`config.mk`:
```
export PLATFORM = sky130hd
export DESIGN_NAME = riscv_mc_sequencer
export DESIGN_NICKNAME = d
export VERILOG_FILES = /design/src/rtl/riscv_mc_pkg.sv /design/src/rtl/riscv_alu_dec.sv /design/src/rtl/riscv_mc_sequencer.sv
export SDC_FILE = /design/constraint.sdc
export NUM_CORES = 1
export LEC_CHECK = 0
export ABC_CLOCK_PERIOD_IN_PS = 1800
export BUFFER_PORTS_ARGS = -buffer_cell sky130_fd_sc_hd__buf_2
export CORE_UTILIZATION = 41
export DETAILED_ROUTE_END_ITERATION = 8
export PLACE_DENSITY = 0.79
export SKIP_LAST_GASP = 1
export SYNTH_ARGS = -nofsm -noshare
export SYNTH_HDL_FRONTEND = slang
export SYNTH_SLANG_ARGS = --single-unit
```
`constraint.sdc`:
```
create_clock -name clk -period 1.8 [get_ports clk]
set_input_delay 0.45 -clock clk [delete_from_list [all_inputs] [get_ports clk]]
set_output_delay 0.45 -clock clk [all_outputs]
set_load 0.01 [all_outputs]
```
`src/rtl/riscv_mc_pkg.sv`:
```
// rtl/riscv_mc_pkg.sv - shared state, opcode and control-field codes for the multicycle sequencer
package riscv_mc_pkg;

  typedef enum logic [3:0] {
    S_FETCH    = 4'd0,
    S_DECODE   = 4'd1,
    S_MEMADR   = 4'd2,
    S_MEMREAD  = 4'd3,
    S_MEMWB    = 4'd4,
    S_MEMWRITE = 4'd5,
    S_EXEC_R   = 4'd6,
    S_EXEC_I   = 4'd7,
    S_ALUWB    = 4'd8,
    S_BRANCH   = 4'd9,
    S_JAL      = 4'd10,
    S_JALR_ADR = 4'd11,
    S_TRAP     = 4'd12
  } state_e;

  // How the ALU decoder should pick alu_op for the current state
  typedef enum logic [1:0] {
    ALU_CLS_NONE  = 2'd0,
    ALU_CLS_ADD   = 2'd1,
    ALU_CLS_SUB   = 2'd2,
    ALU_CLS_FUNCT = 2'd3
  } alu_cls_e;

  localparam logic [6:0] OP_LOAD   = 7'h03;
  localparam logic [6:0] OP_STORE  = 7'h23;
  localparam logic [6:0] OP_R      = 7'h33;
  localparam logic [6:0] OP_I      = 7'h13;
  localparam logic [6:0] OP_BRANCH = 7'h63;
  localparam logic [6:0] OP_JAL    = 7'h6F;
  localparam logic [6:0] OP_JALR   = 7'h67;
  localparam logic [6:0] OP_AUIPC  = 7'h17;

  localparam logic [3:0] ALU_AND = 4'b0000;
  localparam logic [3:0] ALU_OR  = 4'b0001;
  localparam logic [3:0] ALU_ADD = 4'b0010;
  localparam logic [3:0] ALU_SUB = 4'b0011;
  localparam logic [3:0] ALU_SLL = 4'b0100;
  localparam logic [3:0] ALU_SRL = 4'b0101;
  localparam logic [3:0] ALU_SLT = 4'b0110;
  localparam logic [3:0] ALU_MUL = 4'b0111;

  localparam logic [2:0] IMM_I = 3'b000;
  localparam logic [2:0] IMM_S = 3'b001;
  localparam logic [2:0] IMM_B = 3'b010;
  localparam logic [2:0] IMM_J = 3'b011;
  localparam logic [2:0] IMM_U = 3'b100;

  localparam logic [1:0] RES_ALUOUT = 2'b00;
  localparam logic [1:0] RES_MEM    = 2'b01;
  localparam logic [1:0] RES_ALU    = 2'b10;

  localparam logic [1:0] SRCA_PC    = 2'b00;
  localparam logic [1:0] SRCA_OLDPC = 2'b01;
  localparam logic [1:0] SRCA_RS1   = 2'b10;

  localparam logic [1:0] SRCB_RS2  = 2'b00;
  localparam logic [1:0] SRCB_IMM  = 2'b01;
  localparam logic [1:0] SRCB_FOUR = 2'b10;

endpackage

```
`src/rtl/riscv_alu_dec.sv`:
```
// rtl/riscv_alu_dec.sv - maps state class plus opcode/funct fields to the ALU operation
module riscv_alu_dec
  import riscv_mc_pkg::*;
(
  input  logic [6:0] opcode_i,
  input  logic [2:0] funct3_i,
  input  logic [6:0] funct7_i,
  input  alu_cls_e   alu_cls_i,
  output logic [3:0] alu_op_o
);

  always_comb begin
    alu_op_o = ALU_AND;
    unique case (alu_cls_i)
      ALU_CLS_ADD: alu_op_o = ALU_ADD;
      ALU_CLS_SUB: alu_op_o = ALU_SUB;
      ALU_CLS_FUNCT: begin
        alu_op_o = ALU_ADD;
        if (opcode_i == OP_R) begin
          if (funct7_i == 7'h00) begin
            case (funct3_i)
              3'b110:  alu_op_o = ALU_OR;
              3'b111:  alu_op_o = ALU_AND;
              default: alu_op_o = ALU_ADD;
            endcase
          end else begin
            case (funct7_i)
              7'h01:   alu_op_o = ALU_MUL;
              7'h20:   alu_op_o = ALU_SUB;
              default: alu_op_o = ALU_ADD;
            endcase
          end
        end else if (opcode_i == OP_I) begin
          case (funct3_i)
            3'b001:  alu_op_o = ALU_SLL;
            3'b010:  alu_op_o = ALU_SLT;
            3'b101:  alu_op_o = ALU_SRL;
            default: alu_op_o = ALU_ADD;
          endcase
        end
      end
      default: alu_op_o = ALU_AND;
    endcase
  end

endmodule

```
`src/rtl/riscv_mc_sequencer.sv`:
```
// rtl/riscv_mc_sequencer.sv - Moore control FSM for a multicycle RV32 datapath
module riscv_mc_sequencer
  import riscv_mc_pkg::*;
(
  input  logic       clk,
  input  logic       reset,
  input  logic [6:0] opcode,
  input  logic [2:0] funct3,
  input  logic [6:0] funct7,
  input  logic       zero,
  input  logic       mem_ready,
  output logic       mem_req,
  output logic       mem_write,
  output logic       adr_src,
  output logic       ir_write,
  output logic       pc_write,
  output logic       reg_write,
  output logic [1:0] alu_src_a,
  output logic [1:0] alu_src_b,
  output logic [3:0] alu_op,
  output logic [2:0] imm_src,
  output logic [1:0] result_src,
  output logic       illegal,
  output logic [3:0] state_o
);

  state_e   state_q, state_d;
  logic     illegal_q;
  alu_cls_e alu_cls;
  logic     mem_req_s, mem_write_s, ir_write_s, pc_write_s, reg_write_s;

  always_ff @(posedge clk or negedge reset) begin
    if (!reset) begin
      state_q   <= S_FETCH;
      illegal_q <= 1'b0;
    end else begin
      state_q <= state_d;
      if (state_d == S_TRAP) illegal_q <= 1'b1;
    end
  end

  riscv_alu_dec u_alu_dec (
    .opcode_i  (opcode),
    .funct3_i  (funct3),
    .funct7_i  (funct7),
    .alu_cls_i (alu_cls),
    .alu_op_o  (alu_op)
  );

  always_comb begin
    state_d     = state_q;
    mem_req_s   = 1'b0;
    mem_write_s = 1'b0;
    ir_write_s  = 1'b0;
    pc_write_s  = 1'b0;
    reg_write_s = 1'b0;
    adr_src     = 1'b0;
    alu_src_a   = SRCA_PC;
    alu_src_b   = SRCB_RS2;
    alu_cls     = ALU_CLS_NONE;
    imm_src     = IMM_I;
    result_src  = RES_ALUOUT;
    case (state_q)
      S_FETCH: begin
        mem_req_s  = 1'b1;
        alu_src_b  = SRCB_FOUR;
        alu_cls    = ALU_CLS_ADD;
        result_src = RES_ALU;
        ir_write_s = mem_ready;
        pc_write_s = mem_ready;
        if (mem_ready) state_d = S_DECODE;
      end
      S_DECODE: begin
        // Precompute oldPC+imm: branch/jump target, or the AUIPC result
        alu_src_a = SRCA_OLDPC;
        alu_src_b = SRCB_IMM;
        alu_cls   = ALU_CLS_ADD;
        case (opcode)
          OP_BRANCH: imm_src = IMM_B;
          OP_JAL:    imm_src = IMM_J;
          OP_AUIPC:  imm_src = IMM_U;
          default:   imm_src = IMM_I;
        endcase
        case (opcode)
          OP_LOAD, OP_STORE: state_d = S_MEMADR;
          OP_R:              state_d = S_EXEC_R;
          OP_I:              state_d = S_EXEC_I;
          OP_BRANCH:         state_d = S_BRANCH;
          OP_JAL:            state_d = S_JAL;
          OP_JALR:           state_d = S_JALR_ADR;
          OP_AUIPC:          state_d = S_ALUWB;
          default:           state_d = S_TRAP;
        endcase
      end
      S_MEMADR: begin
        alu_src_a = SRCA_RS1;
        alu_src_b = SRCB_IMM;
        alu_cls   = ALU_CLS_ADD;
        imm_src   = (opcode == OP_STORE) ? IMM_S : IMM_I;
        state_d   = (opcode == OP_STORE) ? S_MEMWRITE : S_MEMREAD;
      end
      S_MEMREAD: begin
        mem_req_s = 1'b1;
        adr_src   = 1'b1;
        if (mem_ready) state_d = S_MEMWB;
      end
      S_MEMWB: begin
        result_src  = RES_MEM;
        reg_write_s = 1'b1;
        state_d     = S_FETCH;
      end
      S_MEMWRITE: begin
        mem_req_s   = 1'b1;
        mem_write_s = 1'b1;
        adr_src     = 1'b1;
        if (mem_ready) state_d = S_FETCH;
      end
      S_EXEC_R: begin
        alu_src_a = SRCA_RS1;
        alu_src_b = SRCB_RS2;
        alu_cls   = ALU_CLS_FUNCT;
        state_d   = S_ALUWB;
      end
      S_EXEC_I: begin
        alu_src_a = SRCA_RS1;
        alu_src_b = SRCB_IMM;
        alu_cls   = ALU_CLS_FUNCT;
        state_d   = S_ALUWB;
      end
      S_ALUWB: begin
        result_src  = RES_ALUOUT;
        reg_write_s = 1'b1;
        state_d     = S_FETCH;
      end
      S_BRANCH: begin
        alu_src_a  = SRCA_RS1;
        alu_src_b  = SRCB_RS2;
        alu_cls    = ALU_CLS_SUB;
        result_src = RES_ALUOUT;
        case (funct3)
          3'b000:  pc_write_s = zero;
          3'b001:  pc_write_s = !zero;
          default: pc_write_s = 1'b0;
        endcase
        state_d = S_FETCH;
      end
      S_JALR_ADR: begin
        alu_src_a = SRCA_RS1;
        alu_src_b = SRCB_IMM;
        alu_cls   = ALU_CLS_ADD;
        state_d   = S_JAL;
      end
      S_JAL: begin
        // PC takes ALUOut (target); the ALU forms oldPC+4 for the link write
        alu_src_a  = SRCA_OLDPC;
        alu_src_b  = SRCB_FOUR;
        alu_cls    = ALU_CLS_ADD;
        result_src = RES_ALUOUT;
        pc_write_s = 1'b1;
        state_d    = S_ALUWB;
      end
      S_TRAP:  state_d = S_TRAP;
      default: state_d = S_FETCH;
    endcase
  end

  assign mem_req   = mem_req_s & reset;
  assign mem_write = mem_write_s & reset;
  assign ir_write  = ir_write_s & reset;
  assign pc_write  = pc_write_s & reset;
  assign reg_write = reg_write_s & reset;
  assign illegal   = illegal_q;
  assign state_o   = state_q;

endmodule

```
==> summary.md, run 1 <==
| Metric | Value |
|---|---|
| Hold-fix buffers, CTS | 0 |
| Post-synth EDFFs | 0 |
| Root Driver | clkbuf_4 |
| Outcome | did not finish |
| Die Y | 49.46 µm |
| Post-Synth Adder-Cell Area | 0 |
| Synth Area in Compound Gates | 0.2629 |
| Flops & latches, synth | 5 |
| Post-synthesis simple-gate area fraction | 0.4485 |
| Kind of the worst endpoint | top-level output |
| IO Count | 45 |
| Gr ovfl total | 79 |
| H-tree levels | 1 |
| Max clock buf depth | 2 |
| Post-synthesis mux area share | 0.01220 |
| Die Wd | around 49 µm |
| Worst endpoint after global-route timing repair | alu_op[0] |
| Placed insts | 220 |
| HPWL Detailed | roughly 2500 µm |
| Inserted Clock Buffers | 3 |
| Syn_nets | 150 |
| FP Rows | 16 |
| Largest net degree at the start of global routing | 23 |
| Mapped Area | 923.4 µm² |
| Synth Warn # | 0 |
| Seq/Total Area, Yosys | 0.1355 |
| Post-synthesis xor/xnor area fraction | 0.03794 |
| Synth Instances | 129 |
| Placer Congestion | 0.8613 |
| GRT Total Usage | 0.7778 |
| Sink Count | 5 |
| Port Buffers | 43 |
| Avg Cell Area, Syn | 7.158 µm² |
| Stopping stage | global routing |
| Synth unique cells | 53 |
| Synth Flop Type | dfrtp_1 |
| Post-synth ARST share | 1.000 |
| Largest family of logic cells by synthesized area | simple AND/OR/NAND/NOR gates |
| Starting Density | 0.4522 |
| First error | [ERROR GRT-0232] Routing congestion too high. Check the congestion heatmap in the GUI. |
[metal layers]
layer  track usage  overflow
met4        0.9762        32
met1        0.7790         0
met3        0.3951         0
met5             0         0
met2         1.039        47
[cells in the mapped netlist, types with 2 or more instances]
master / instances / area (µm²)
a211oi_1: 3 / 22.52
dfrtp_1: 5 / 125.1
a21o_1: 2 / 15.01
nand4b_1: 2 / 17.52
and3_1: 4 / 25.02
buf_6: 3 / 33.78
buf_2: 4 / 20.02
nand2_1: 9 / 33.78
nand3b_1: 3 / 22.52
nand3_1: 6 / 30.03
inv_1: 7 / 26.28
xor2_1: 3 / 26.28
o22ai_1: 2 / 12.51
nand2b_1: 8 / 50.05
nor4b_1: 2 / 17.52
nor3_1: 3 / 15.01
nor2b_1: 5 / 31.28
and3b_1: 3 / 26.28
o211ai_1: 2 / 15.01
o21ai_1: 5 / 25.02
nor4_1: 3 / 18.77
nor2_1: 9 / 33.78
a21oi_1: 6 / 30.03
[stage by stage]
step / area (µm²) / setup WS [ns]
after CTS: 1798 / -0.3566
after detailed placement: 1358 / -0.3913
after global placement: 1358 / -0.3249
after floorplan: 948.4 / -0.1354
[kinds of logic after synthesis]
| family | after synthesis |
|---|---|
| and+or+nand+nor | 68 |
| other | 1 |
| AOI/OAI and AO/OA | 34 |
| buffers and inverters | 16 |
| DFF | 5 |
| muxes | 1 |
| xor gates and xnor gates | 4 |
[timing repair]
action                                 4_1_cts
endpoints found under the hold margin        0
buffers inserted                            23
pin swaps                                   16
gates resized for setup                     50
setup endpoints to repair                   16
gates cloned                                 1
==> run 2, diff against run 1 <==
--- a/config.mk
+++ b/config.mk
@@ -5,11 +5,12 @@
 export SDC_FILE = /design/constraint.sdc
 export NUM_CORES = 1
 export LEC_CHECK = 0
-export ABC_CLOCK_PERIOD_IN_PS = 1800
+export ABC_CLOCK_PERIOD_IN_PS = 2350
 export BUFFER_PORTS_ARGS = -buffer_cell sky130_fd_sc_hd__buf_2
-export CORE_UTILIZATION = 41
+export CORE_AREA = 2 2 63 65
 export DETAILED_ROUTE_END_ITERATION = 8
-export PLACE_DENSITY = 0.79
+export DIE_AREA = 0 0 65 67
+export PLACE_DENSITY_LB_ADDON = 0.15
 export SKIP_LAST_GASP = 1
 export SYNTH_ARGS = -nofsm -noshare
 export SYNTH_HDL_FRONTEND = slang
==> constraint.sdc (replaced) <==
create_clock -name clk -period 2.35 [get_ports clk]
set_input_delay 0.5875 -clock clk [delete_from_list [all_inputs] [get_ports clk]]
set_output_delay 0.5875 -clock clk [all_outputs]
set_load 0.01 [all_outputs]
==> run 2 against run 1 <==
  * Synthesized cell count is the same
  * Area after synthesis is the same
  * The flow now finishes, with violations (negative setup slack)
==> summary.md, run 2 <==
| Metric | Value |
|---|---|
| Worst EP arrival | around 1.8 ns |
| R2r startpoint | state_o[0]$_DFF_PN0_ |
| Flops & latches, synth | 5 (unchanged) |
| Most used cell, CP | buf_2 |
| Die Y | 67 µm (+35%) |
| Max reg flops | 4 |
| Maximum vdd drop | 527.1 µV |
| Initial antenna violation count | 0 |
| Root Driver | clkbuf_8 |
| Sink Count | 5 (unchanged) |
| Ratio of final minimum period to clock period | 1.031 |
| Max Cap Violations | 0 |
| Inserted Clock Buffers | 3 (unchanged) |
| Count of buffer and inverter cells on the critical path | 2 |
| Vias in the first global route | 1,152 |
| GRT Total Usage | 0.1466 |
| Diode count | 0 |
| Vias | about 1,200 |
| P per Cell Area | 707.4 nW/µm² |
| Vias per cell | around 5.0 |
| Final Routed Wirelength | just over 3000 µm |
| Clock Latency Late Sink | ~0.23 ns |
| Highest clock rate | roughly 410 MHz |
| Hold-fix buffers, CTS | 0 (unchanged) |
| Area delta synth->final | 56.10% |
| Placed insts | 231 (+5.0%) |
| DR pass1 iterations | 4 |
| DP Worst Slack | -0.08180 ns (+0.3095 ns) |
| Final setup vio count | 1 |
| IO Count | 45 (unchanged) |
| CP Launch Type | primary input |
| Syn_nets | 150 (unchanged) |
| Crit end category | output pin |
| Dpl cell area | 1296 µm² (-4.5%) |
| Worst path max stage delay | 0.50 ns |
| Post-synth top cells | nand2_1, nor2_1, nand2b_1 |
| DRC violations left | 0 |
| RSZ-0062 raised after global routing | yes |
| Die area | 4355 µm² |
| R2R depth | 5 |
| Core Region | 3606 µm² |
| FP Rows | 22 (+6) |
| Share of layout cells above drive strength 1 | 0.4421 |
| WS Path Type | in -> out |
| Final #Nets | 212 |
| Global-route wire length before repair | between 5000 and 6000 µm |
| Area leader, netlist | dfrtp_1 |
| Detailed Route Iter0 Violations | 56 |
| Starting Density | 0.2561 (-0.1961) |
| Mapped Area | 923.4 µm² (unchanged) |
| HPWL Detailed | 2359 µm (-4.2%) |
| Fin. max-slew vios | 0 |
| Ranking of synthesized cells by area | dfrtp_1, nand2b_1, nand2_1 |
| Gr ovfl total | 0 |
| Die Wd | 65 µm (+31%) |
| Seq/Total Area, Yosys | 0.1355 (unchanged) |
| Fin area | 1441 µm² |
| Leakage dissipation | 0.7068 nW |
| H-tree levels | 1 (unchanged) |
| CP max stage cell | or4b_4 |
| Critical path required time | 1.76 ns |
| Post-synth top area share | 0.1355 (unchanged) |
| Most common cell after layout, fill and taps aside | buf_2 |
| Setup slack, reg-to-reg | 0.80 ns |
| Final hold vios | 0 |
| Total power | roughly 0.0010 W |
| Worst-path cell chain | buf_2 -> or2_4 -> or4b_4 -> o31ai_2 -> a41o_1 -> buf_2 |
| Commonest cells after routing, fill and taps aside | buf_2, buf_4, nor2_1 |
| Drt wl/cell | 12.98 µm |
| Clock transition at path regs | 0.04 ns |
| Synth Flop Type | dfrtp_1 |
| Port Buffers | 43 (unchanged) |
| Synth unique cells | 53 (unchanged) |
| Worst min path class | in -> async |
| Worst Skew | around 0.0043 ns |
| Non-Filler Instances | 238 |
| R2r endpoint | illegal$_DFFE_PN0N_ |
| Post-synth ARST share | 1.000 (unchanged) |
| Max clock buf depth | 2 (unchanged) |
| Failing checks | negative setup slack |
| Avg Cell Area, Syn | 7.158 µm² (unchanged) |
| Placer Congestion | 0.8043 (-6.6%) |
| Post-synth EDFFs | 0 (unchanged) |
| Final ANT Viol Nets | 0 |
| Largest net degree at the start of global routing | 25 |
| Critical path peak fanout | 2 |
| Fill cells | between 300 and 400 |
| Synth Instances | 129 (unchanged) |
| Synth Warn # | 0 (unchanged) |
| CTS tree | built |
| Min cycle time layout | 2.424 ns |
| Outcome | complete, but fails checks |
| Delay-heaviest family, CP | simple AND/OR/NAND/NOR gates |
| Post-layout worst setup margin | -0.07374 ns |
run 2: cell type report:
class                   instances  area, µm²  area share
flip-flops and latches          5      125.1     0.08681
inverters                       7      26.28     0.01823
well taps                      48      60.06     0.04167
clock buffers                   4      45.04     0.03125
multi-input cells             108      778.2      0.5399
repair buffers                 66      406.6      0.2821
run 2: stage by stage:
| stage | utilization | setup TNS (ns) | hold slack, ns |
|---|---|---|---|
| 2_1_floorplan | - | 0 | 0.2919 |
| 3_3_place_gp | 0.3595 | -0.09153 | 0.4462 |
| 3_5_place_dp | 0.3595 | -0.09326 | 0.4504 |
| 4_1_cts | 0.3727 | -0.07077 | 0.2036 |
| 5_1_grt | 0.3997 | -0.1232 | 0.2130 |
| 6_report | 0.3997 | -0.07374 | 0.2021 |
run 2: logic make-up after synthesis:
kind of cell | share of synthesized area
and+or+nand+nor | 0.4485
AOI/OAI and AO/OA | 0.2629
buffers and inverters | 0.09892
DFF | 0.1355
xor gates and xnor gates | 0.03795
muxes | 0.01219
other | 0.004061
run 2: worst reg2reg max path: stages (launching register included):
cell and delay [ns]:
dfrtp_1 0.37, buf_4 0.19, and2b_1 0.28, o21ai_0 0.09
a221o_1 0.36, a32oi_1 0.18
run 2: where the power goes:
| group | switching [W] | internal (W) |
|---|---|---|
| Clock | 0.0000469 | 0.000117 |
| Sequential | 0.0000174 | 0.000113 |
| Combinational | 0.000402 | 0.000323 |
| Total | 0.000466 | 0.000554 |
run 2: per-layer routing:
metal / wire length, µm / GRT usage
met1: 1418 / 0.1832
met2: 1544 / 0.2539
met3: 105 / 0.02872
met4: 22 / 0.04255
met5: 0 / 0
run 2: repair_timing:
item                       CTS  global route
buffers inserted             0             3
setup endpoints to repair    2             4
gates resized for setup      1            14
pin swaps                    1             2
run 2: worst max-delay path by stage:
stage                          from   endpoint  slack (ns)  cells past startpoint
final                     opcode[2]  alu_op[0]       -0.07                      6
after global routing      opcode[2]  alu_op[0]       -0.12                      6
after CTS                 opcode[2]  alu_op[0]       -0.07                      6
after detailed placement  opcode[2]  alu_op[0]       -0.08                      6
after global placement    opcode[2]  alu_op[0]       -0.07                      6
after floorplan           opcode[3]  alu_op[0]        0.13                      4
Power figures use the tool's default switching activity.
